`config.mk`:
```
export PLATFORM = sky130hd
export DESIGN_NAME = canvas_reader_flat
export DESIGN_NICKNAME = d
export VERILOG_FILES = /design/src/rtl/canvas_reader_if.sv /design/src/rtl/canvas_reader.sv /design/src/flat_wrapper.sv
export SDC_FILE = /design/constraint.sdc
export NUM_CORES = 1
export LEC_CHECK = 0
export ABC_CLOCK_PERIOD_IN_PS = 4100
export CORE_AREA = 2 2 81 83
export DETAILED_ROUTE_END_ITERATION = 10
export DIE_AREA = 0 0 83 85
export HOLD_SLACK_MARGIN = 0.02
export PLACE_DENSITY = 0.75
export SYNTH_ARGS = -nofsm -noshare
export SYNTH_HDL_FRONTEND = slang
export SYNTH_SLANG_ARGS = --single-unit
```
`constraint.sdc`:
```
create_clock -name CLOCK_50 -period 4.1 [get_ports CLOCK_50]
set_input_delay 0.41 -clock CLOCK_50 [delete_from_list [all_inputs] [get_ports CLOCK_50]]
set_output_delay 0.41 -clock CLOCK_50 [all_outputs]
set_load 0.1 [all_outputs]
```
`src/rtl/canvas_reader_if.sv`:
```
// Pixel stream interface between canvas_reader and the inference front end.
//   pix_data  : PIX_ON for a set cell, 0 for a clear cell
//   pix_valid : pix_data, pix_index and pix_last are valid
//   pix_ready : consumer accepts the pixel this cycle
//   pix_index : row-major index of the current pixel
//   pix_last  : high together with the final index of the frame
// The master modport is the producer (canvas_reader); slave is the consumer.
interface canvas_reader_if #(
    parameter int ADDR_W = 10,
    parameter int PIX_W  = 8
);
    logic [PIX_W-1:0]  pix_data;
    logic              pix_valid;
    logic              pix_ready;
    logic [ADDR_W-1:0] pix_index;
    logic              pix_last;

    modport master (
        output pix_data, pix_valid, pix_index, pix_last,
        input  pix_ready
    );

    modport slave (
        input  pix_data, pix_valid, pix_index, pix_last,
        output pix_ready
    );
endinterface

```
`src/rtl/canvas_reader.sv`:
```
// canvas_reader: streams the GRID_SIZE x GRID_SIZE one-bit canvas out in
// row-major order as PIX_W-bit pixels, and counts the set pixels per frame.
//   CLOCK_50  : system clock, rising edge
//   resetn    : asynchronous active-low reset
//   start     : one-cycle request to read a frame (ignored while busy)
//   mem_rd    : read strobe to the canvas memory
//   mem_addr  : read address y*GRID_SIZE+x
//   mem_data  : canvas bit, valid one cycle after mem_rd
//   pix       : pixel stream (canvas_reader_if master)
//   busy      : frame in progress
//   done      : one-cycle pulse after the last pixel transfer
//   set_count : number of set pixels transferred in the last frame
module canvas_reader #(
    parameter int               GRID_SIZE = 28,
    parameter int               NUM_PIX   = GRID_SIZE * GRID_SIZE,
    parameter int               ADDR_W    = 10,
    parameter int               PIX_W     = 8,
    parameter logic [PIX_W-1:0] PIX_ON    = 8'd255
) (
    input  logic                 CLOCK_50,
    input  logic                 resetn,
    input  logic                 start,
    output logic                 mem_rd,
    output logic [ADDR_W-1:0]    mem_addr,
    input  logic                 mem_data,
    canvas_reader_if.master      pix,
    output logic                 busy,
    output logic                 done,
    output logic [ADDR_W-1:0]    set_count
);

    typedef enum logic [1:0] {IDLE, READ, DRAIN} state_t;

    state_t            state, state_nxt;
    logic [ADDR_W-1:0] x, y, addr;
    logic              rd_q;         // a read issued last cycle returns data now
    logic              out_valid, out_bit;
    logic              skid_valid, skid_bit;
    logic [ADDR_W-1:0] xfer_idx;
    logic [1:0]        occ;
    logic              pop, last_read, last_pix, start_ok;

    assign pop       = out_valid & pix.pix_ready;
    assign last_pix  = out_valid && (xfer_idx == ADDR_W'(NUM_PIX - 1));
    assign last_read = (x == ADDR_W'(GRID_SIZE - 1)) && (y == ADDR_W'(GRID_SIZE - 1));
    assign start_ok  = (state == IDLE) && start;

    // Occupancy counts every slot a pixel may land in: output register,
    // skid register and a read still in flight. Keeping (occ - pop) below 2
    // before issuing guarantees a returning bit always has a free register.
    assign occ = {1'b0, out_valid} + {1'b0, skid_valid} + {1'b0, rd_q};

    // NOTE: every signal written here gets a default first, so no path can
    // leave it unassigned and infer a latch.
    always_comb begin
        state_nxt = state;
        mem_rd    = 1'b0;
        case (state)
            IDLE: begin
                if (start) state_nxt = READ;
            end
            READ: begin
                if ((occ - 2'(pop)) < 2'd2) begin
                    mem_rd = 1'b1;
                    if (last_read) state_nxt = DRAIN;
                end
            end
            DRAIN: begin
                if (pop && last_pix) state_nxt = IDLE;
            end
            default: state_nxt = IDLE;
        endcase
    end

    // NOTE: state is updated with non-blocking assignments so every register
    // in the design samples the values from before this clock edge.
    always_ff @(posedge CLOCK_50 or negedge resetn) begin
        if (!resetn) state <= IDLE;
        else         state <= state_nxt;
    end

    // x/y counters with carry and a linear address kept in lockstep, so the
    // address y*GRID_SIZE+x never needs a multiplier.
    always_ff @(posedge CLOCK_50 or negedge resetn) begin
        if (!resetn) begin
            x    <= '0;
            y    <= '0;
            addr <= '0;
        end else if (start_ok) begin
            x    <= '0;
            y    <= '0;
            addr <= '0;
        end else if (mem_rd && !last_read) begin
            addr <= addr + 1'b1;
            if (x == ADDR_W'(GRID_SIZE - 1)) begin
                x <= '0;
                y <= y + 1'b1;
            end else begin
                x <= x + 1'b1;
            end
        end
    end

    // Output register plus skid register; data always arrives in order and
    // the skid entry is older than any bit still in flight.
    always_ff @(posedge CLOCK_50 or negedge resetn) begin
        if (!resetn) begin
            rd_q       <= 1'b0;
            out_valid  <= 1'b0;
            out_bit    <= 1'b0;
            skid_valid <= 1'b0;
            skid_bit   <= 1'b0;
        end else begin
            rd_q <= mem_rd;
            if (pop) begin
                if (skid_valid) begin
                    out_bit    <= skid_bit;
                    skid_valid <= 1'b0;
                end else if (rd_q) begin
                    out_bit <= mem_data;
                end else begin
                    out_valid <= 1'b0;
                end
            end else if (rd_q) begin
                if (!out_valid) begin
                    out_valid <= 1'b1;
                    out_bit   <= mem_data;
                end else begin
                    skid_valid <= 1'b1;
                    skid_bit   <= mem_data;
                end
            end
        end
    end

    // Transfer index, set-pixel count and the end-of-frame pulse.
    always_ff @(posedge CLOCK_50 or negedge resetn) begin
        if (!resetn) begin
            xfer_idx  <= '0;
            set_count <= '0;
            done      <= 1'b0;
        end else begin
            done <= (state == DRAIN) && pop && last_pix;
            if (start_ok) begin
                xfer_idx  <= '0;
                set_count <= '0;
            end else if (pop) begin
                xfer_idx <= last_pix ? '0 : xfer_idx + 1'b1;
                if (out_bit) set_count <= set_count + 1'b1;
            end
        end
    end

    assign mem_addr      = addr;
    assign busy          = (state != IDLE);
    assign pix.pix_valid = out_valid;
    assign pix.pix_data  = (out_valid && out_bit) ? PIX_ON : '0;
    assign pix.pix_index = xfer_idx;
    assign pix.pix_last  = last_pix;

endmodule

```
`src/flat_wrapper.sv`:
```
// flat-port wrapper written by rule: the top's interface ports become plain ports
module canvas_reader_flat 
#(
    parameter int               GRID_SIZE = 28,
    parameter int               NUM_PIX   = GRID_SIZE * GRID_SIZE,
    parameter int               ADDR_W    = 10,
    parameter int               PIX_W     = 8,
    parameter logic [PIX_W-1:0] PIX_ON    = 8'd255
)
  (CLOCK_50, resetn, start, mem_rd, mem_addr, mem_data, busy, done, set_count, pix_pix_data, pix_pix_valid, pix_pix_index, pix_pix_last, pix_pix_ready);
  canvas_reader_if #(.ADDR_W(ADDR_W), .PIX_W(PIX_W)) pix_i ();
  input  logic CLOCK_50;
  input  logic resetn;
  input  logic start;
  output logic mem_rd;
  output logic [ADDR_W-1:0] mem_addr;
  input  logic mem_data;
  output logic busy;
  output logic done;
  output logic [ADDR_W-1:0] set_count;
  output wire logic [$bits(pix_i.pix_data)-1:0] pix_pix_data;
  output wire logic [$bits(pix_i.pix_valid)-1:0] pix_pix_valid;
  output wire logic [$bits(pix_i.pix_index)-1:0] pix_pix_index;
  output wire logic [$bits(pix_i.pix_last)-1:0] pix_pix_last;
  input wire logic [$bits(pix_i.pix_ready)-1:0] pix_pix_ready;
  assign pix_pix_data = pix_i.pix_data;
  assign pix_pix_valid = pix_i.pix_valid;
  assign pix_pix_index = pix_i.pix_index;
  assign pix_pix_last = pix_i.pix_last;
  assign pix_i.pix_ready = pix_pix_ready;
  canvas_reader #(.GRID_SIZE(GRID_SIZE), .NUM_PIX(NUM_PIX), .ADDR_W(ADDR_W), .PIX_W(PIX_W), .PIX_ON(PIX_ON)) u_core (.CLOCK_50(CLOCK_50), .resetn(resetn), .start(start), .mem_rd(mem_rd), .mem_addr(mem_addr), .mem_data(mem_data), .pix(pix_i), .busy(busy), .done(done), .set_count(set_count));
endmodule
```
==> out/results.tsv <==
stage	metric	value	unit
yosys	area leader, netlist	dfrtp_1	
global_routing	GRT Resource Usage Total	20.6	%
sta	max-slew violations	0	
critical_path	Buf/Inv on CP	3	
global_routing	largest net degree at the start of global routing	36	
yosys	synthesized area	3090	um^2
yosys	top_reg_cell synth	dfrtp_1	
sta	clk_skew	0.00893	ns
sta	Worst-Margin Slew	0.975	ns
yosys	Commonest cells post-synth	dfrtp_1 (58), nand2_1 (37), nor2_1 (36)	
yosys	synth top area cells	dfrtp_1 (47%), nand3_1 (4.9%), nand2_1 (4.5%)	
clock_tree	clock buffer depth	2	
critical_path	Critical Path End Type	register	
run_status	status	complete, no violations	
clock_tree	TritonCTS clock tree	built	
yosys	cell count after synthesis	328	
place	routability cong.	0.858	
finish	layout cells sized above 1	9.26	%
yosys	register area share after synthesis	47.0	%
die	die area	7060	um^2
critical_path	CP max-delay cell	clkdlybuf4s50_1	
die	# IOs	48	
sta	final period utilization	72.8	%
finish	# nets final	388	
routing	Remaining DRCs	0	
critical_path	R2R depth	10	
sta	Setup TNS	0	ns
clock_tree	Num CTS Buffers	9	
critical_path	Max stage delay on crit path	0.53	ns
clock_tree	CTS H-tree lvls	3	
critical_path	CP delay by family, top	buffers and inverters	
critical_path	Critical Path RT	4.37	ns
finish	ant diodes	0	
hold_path	Hold Crit Class	input pin to async pin	
global_routing	vias in the first global route	2519	
place	IO buf count	47	
global_routing	total gr overflow	0	
routing	DR vias/cell	5.74	
global_routing	initial antenna violation count	0	
sta	Hold Vio Cnt, Final	0	
place	Placed Cells	439	
routing	vias after detailed routing	2612	
finish	Finished Layout Cells	455	
yosys	Synth Warn #	0	
finish	Design Area, Final	3800	um^2
die	Die W	83	um
clock_tree	clock slew at reported path FFs	0.07	ns
place	Post-DP Area	3590	um^2
die	starting density of the core	49.7	%
clock_tree	CTS root buf	clkbuf_8	
clock_tree	Setup Buffers After CTS	0	
critical_path	crit path DAT	3.25	ns
sta	FMAX	0.335	GHz
critical_path	critical setup path kind	input pin to register	
routing	Routed wire per std cell	14.9	um
die	core region area	6200	um^2
yosys	Post-Syn Area per Cell	9.41	um^2
critical_path	most frequent CP cell	ha_1	
critical_path	CP Cell Sequence	clkdlybuf4s50_1 > nand2_1 > ha_1 > ha_1 > a21oi_2 > mux2i_1 > buf_4 > inv_2 > o21ai_2 > or4_1 > a21oi_1	
global_routing	first-pass GRT wire length	11700	um
sta	Max transition margin	34.8	%
job	Max Cap Viol	0	
finish	number of fill cells in the layout	527	
routing	Detailed Route WL	6770	um
sta	minimum clock period	2.99	ns
sta	# setup viols final	0	
routing	post-route ant nets	0	
routing	iteration count of the initial detailed-routing pass	4	
yosys	Synth top area share	47.0	%
yosys	Synth Register Bits	58	
die	Rows	29	
yosys	Synth cell types	51	
yosys	most frequent cell after synthesis	dfrtp_1	
sta	RSZ-0062 raised after global routing	false	
clock_tree	CTS sink count	58	
die	chip height	85	um
critical_path	WP depth	11	
critical_path	CP startpoint kind	input pin	
clock_tree	clk_lat worst skew	0.34	ns
finish	synthesis-to-layout area growth	23.3	%
routing	DRT iter0 DRCs	188	
yosys	asr flop ratio synth	100	%
clock_tree	post-cts resize count	0	
clock_tree	hold_buf cts	0	
yosys	syn nets	343	
critical_path	Crit Path Max Fanout	16	
yosys	Post-synth EDFFs	0	
place	DP HPWL	4640	um
## through the flow
stage	util, %	setup slack, ns	hold WS, ns
after floorplan	-	0.422	0.114
after global placement	57.8	0.862	0.429
after detailed placement	57.8	0.798	0.431
after CTS	61.3	1.11	0.0576
after global routing	61.3	0.970	0.105
final	61.3	1.11	0.0522
## layout make-up
type | count | area (um^2) | share of cell area, %
clock buffers | 11 | 141 | 3.72
clock inverters | 5 | 77.6 | 2.04
repair buffers | 52 | 510 | 13.4
multi-input cells | 243 | 1490 | 39.1
flip-flops and latches | 58 | 1450 | 38.1
well taps | 77 | 96.3 | 2.53
inverters | 9 | 38.8 | 1.02
## state kept, by name (all words and copies together) (netlist names)
signal                cells
u_core.skid_valid         1
u_core.pix.pix_valid      1
u_core.y                 10
u_core.mem_addr          10
u_core.pix.pix_index     10
u_core.state              2
u_core.skid_bit           1
u_core.x                 10
u_core.set_count         10
u_core.out_bit            1
u_core.rd_q               1
u_core.done               1
## metal layers
| metal | track usage [%] | vias to the layer above | routed length, um |
|---|---|---|---|
| met5 | 0 | - | 0 |
| met4 | 11.8 | 0 | 86 |
| met3 | 3.89 | 9 | 278 |
| met2 | 33.3 | 61 | 3270 |
| met1 | 26.2 | 1270 | 3140 |
| li1 | - | 1272 | - |
## final timing paths
kind,from,end,slack (ns)
hold reg to reg,u_core.y[9],u_core.y[9],0.51
max in group asynchronous,resetn,u_core.x[8],3.19
hold / removal,resetn,u_core.set_count[0],0.05
setup reg to reg,u_core.pix.pix_valid,u_core.mem_addr[9],1.19
min in group CLOCK_50,u_core.y[9],u_core.y[9],0.51
setup / recovery,pix_pix_ready,u_core.mem_addr[9],1.11
## layout by cell type, fill, tap and decap left out, drive strengths merged, types with 7 or more instances in the layout
cell / instances
a21oi: 16
xnor2: 7
nor2: 36
dfrtp: 58
ha: 10
mux2i: 8
nand3: 30
o21ai: 17
xor2: 11
clkdlybuf4s50: 44
clkbuf: 11
nand2: 38
nand4: 9
buf: 8
inv: 9
## cells by family after synthesis
logic type / count (synthesis) / share of synthesized area (%)
AND/OR/NAND/NOR: 149 / 24.1
flip-flops: 58 / 47.0
AO/OA/AOI/OAI: 56 / 11.6
buffers and inverters: 27 / 4.82
XOR/XNOR: 18 / 5.11
multiplexers: 10 / 3.32
adder cells (fa/ha/maj): 10 / 4.05
Power is left out: the tool's default activity adds up to more than one toggle a clock period on the data nets, which glitch-free logic cannot reach.
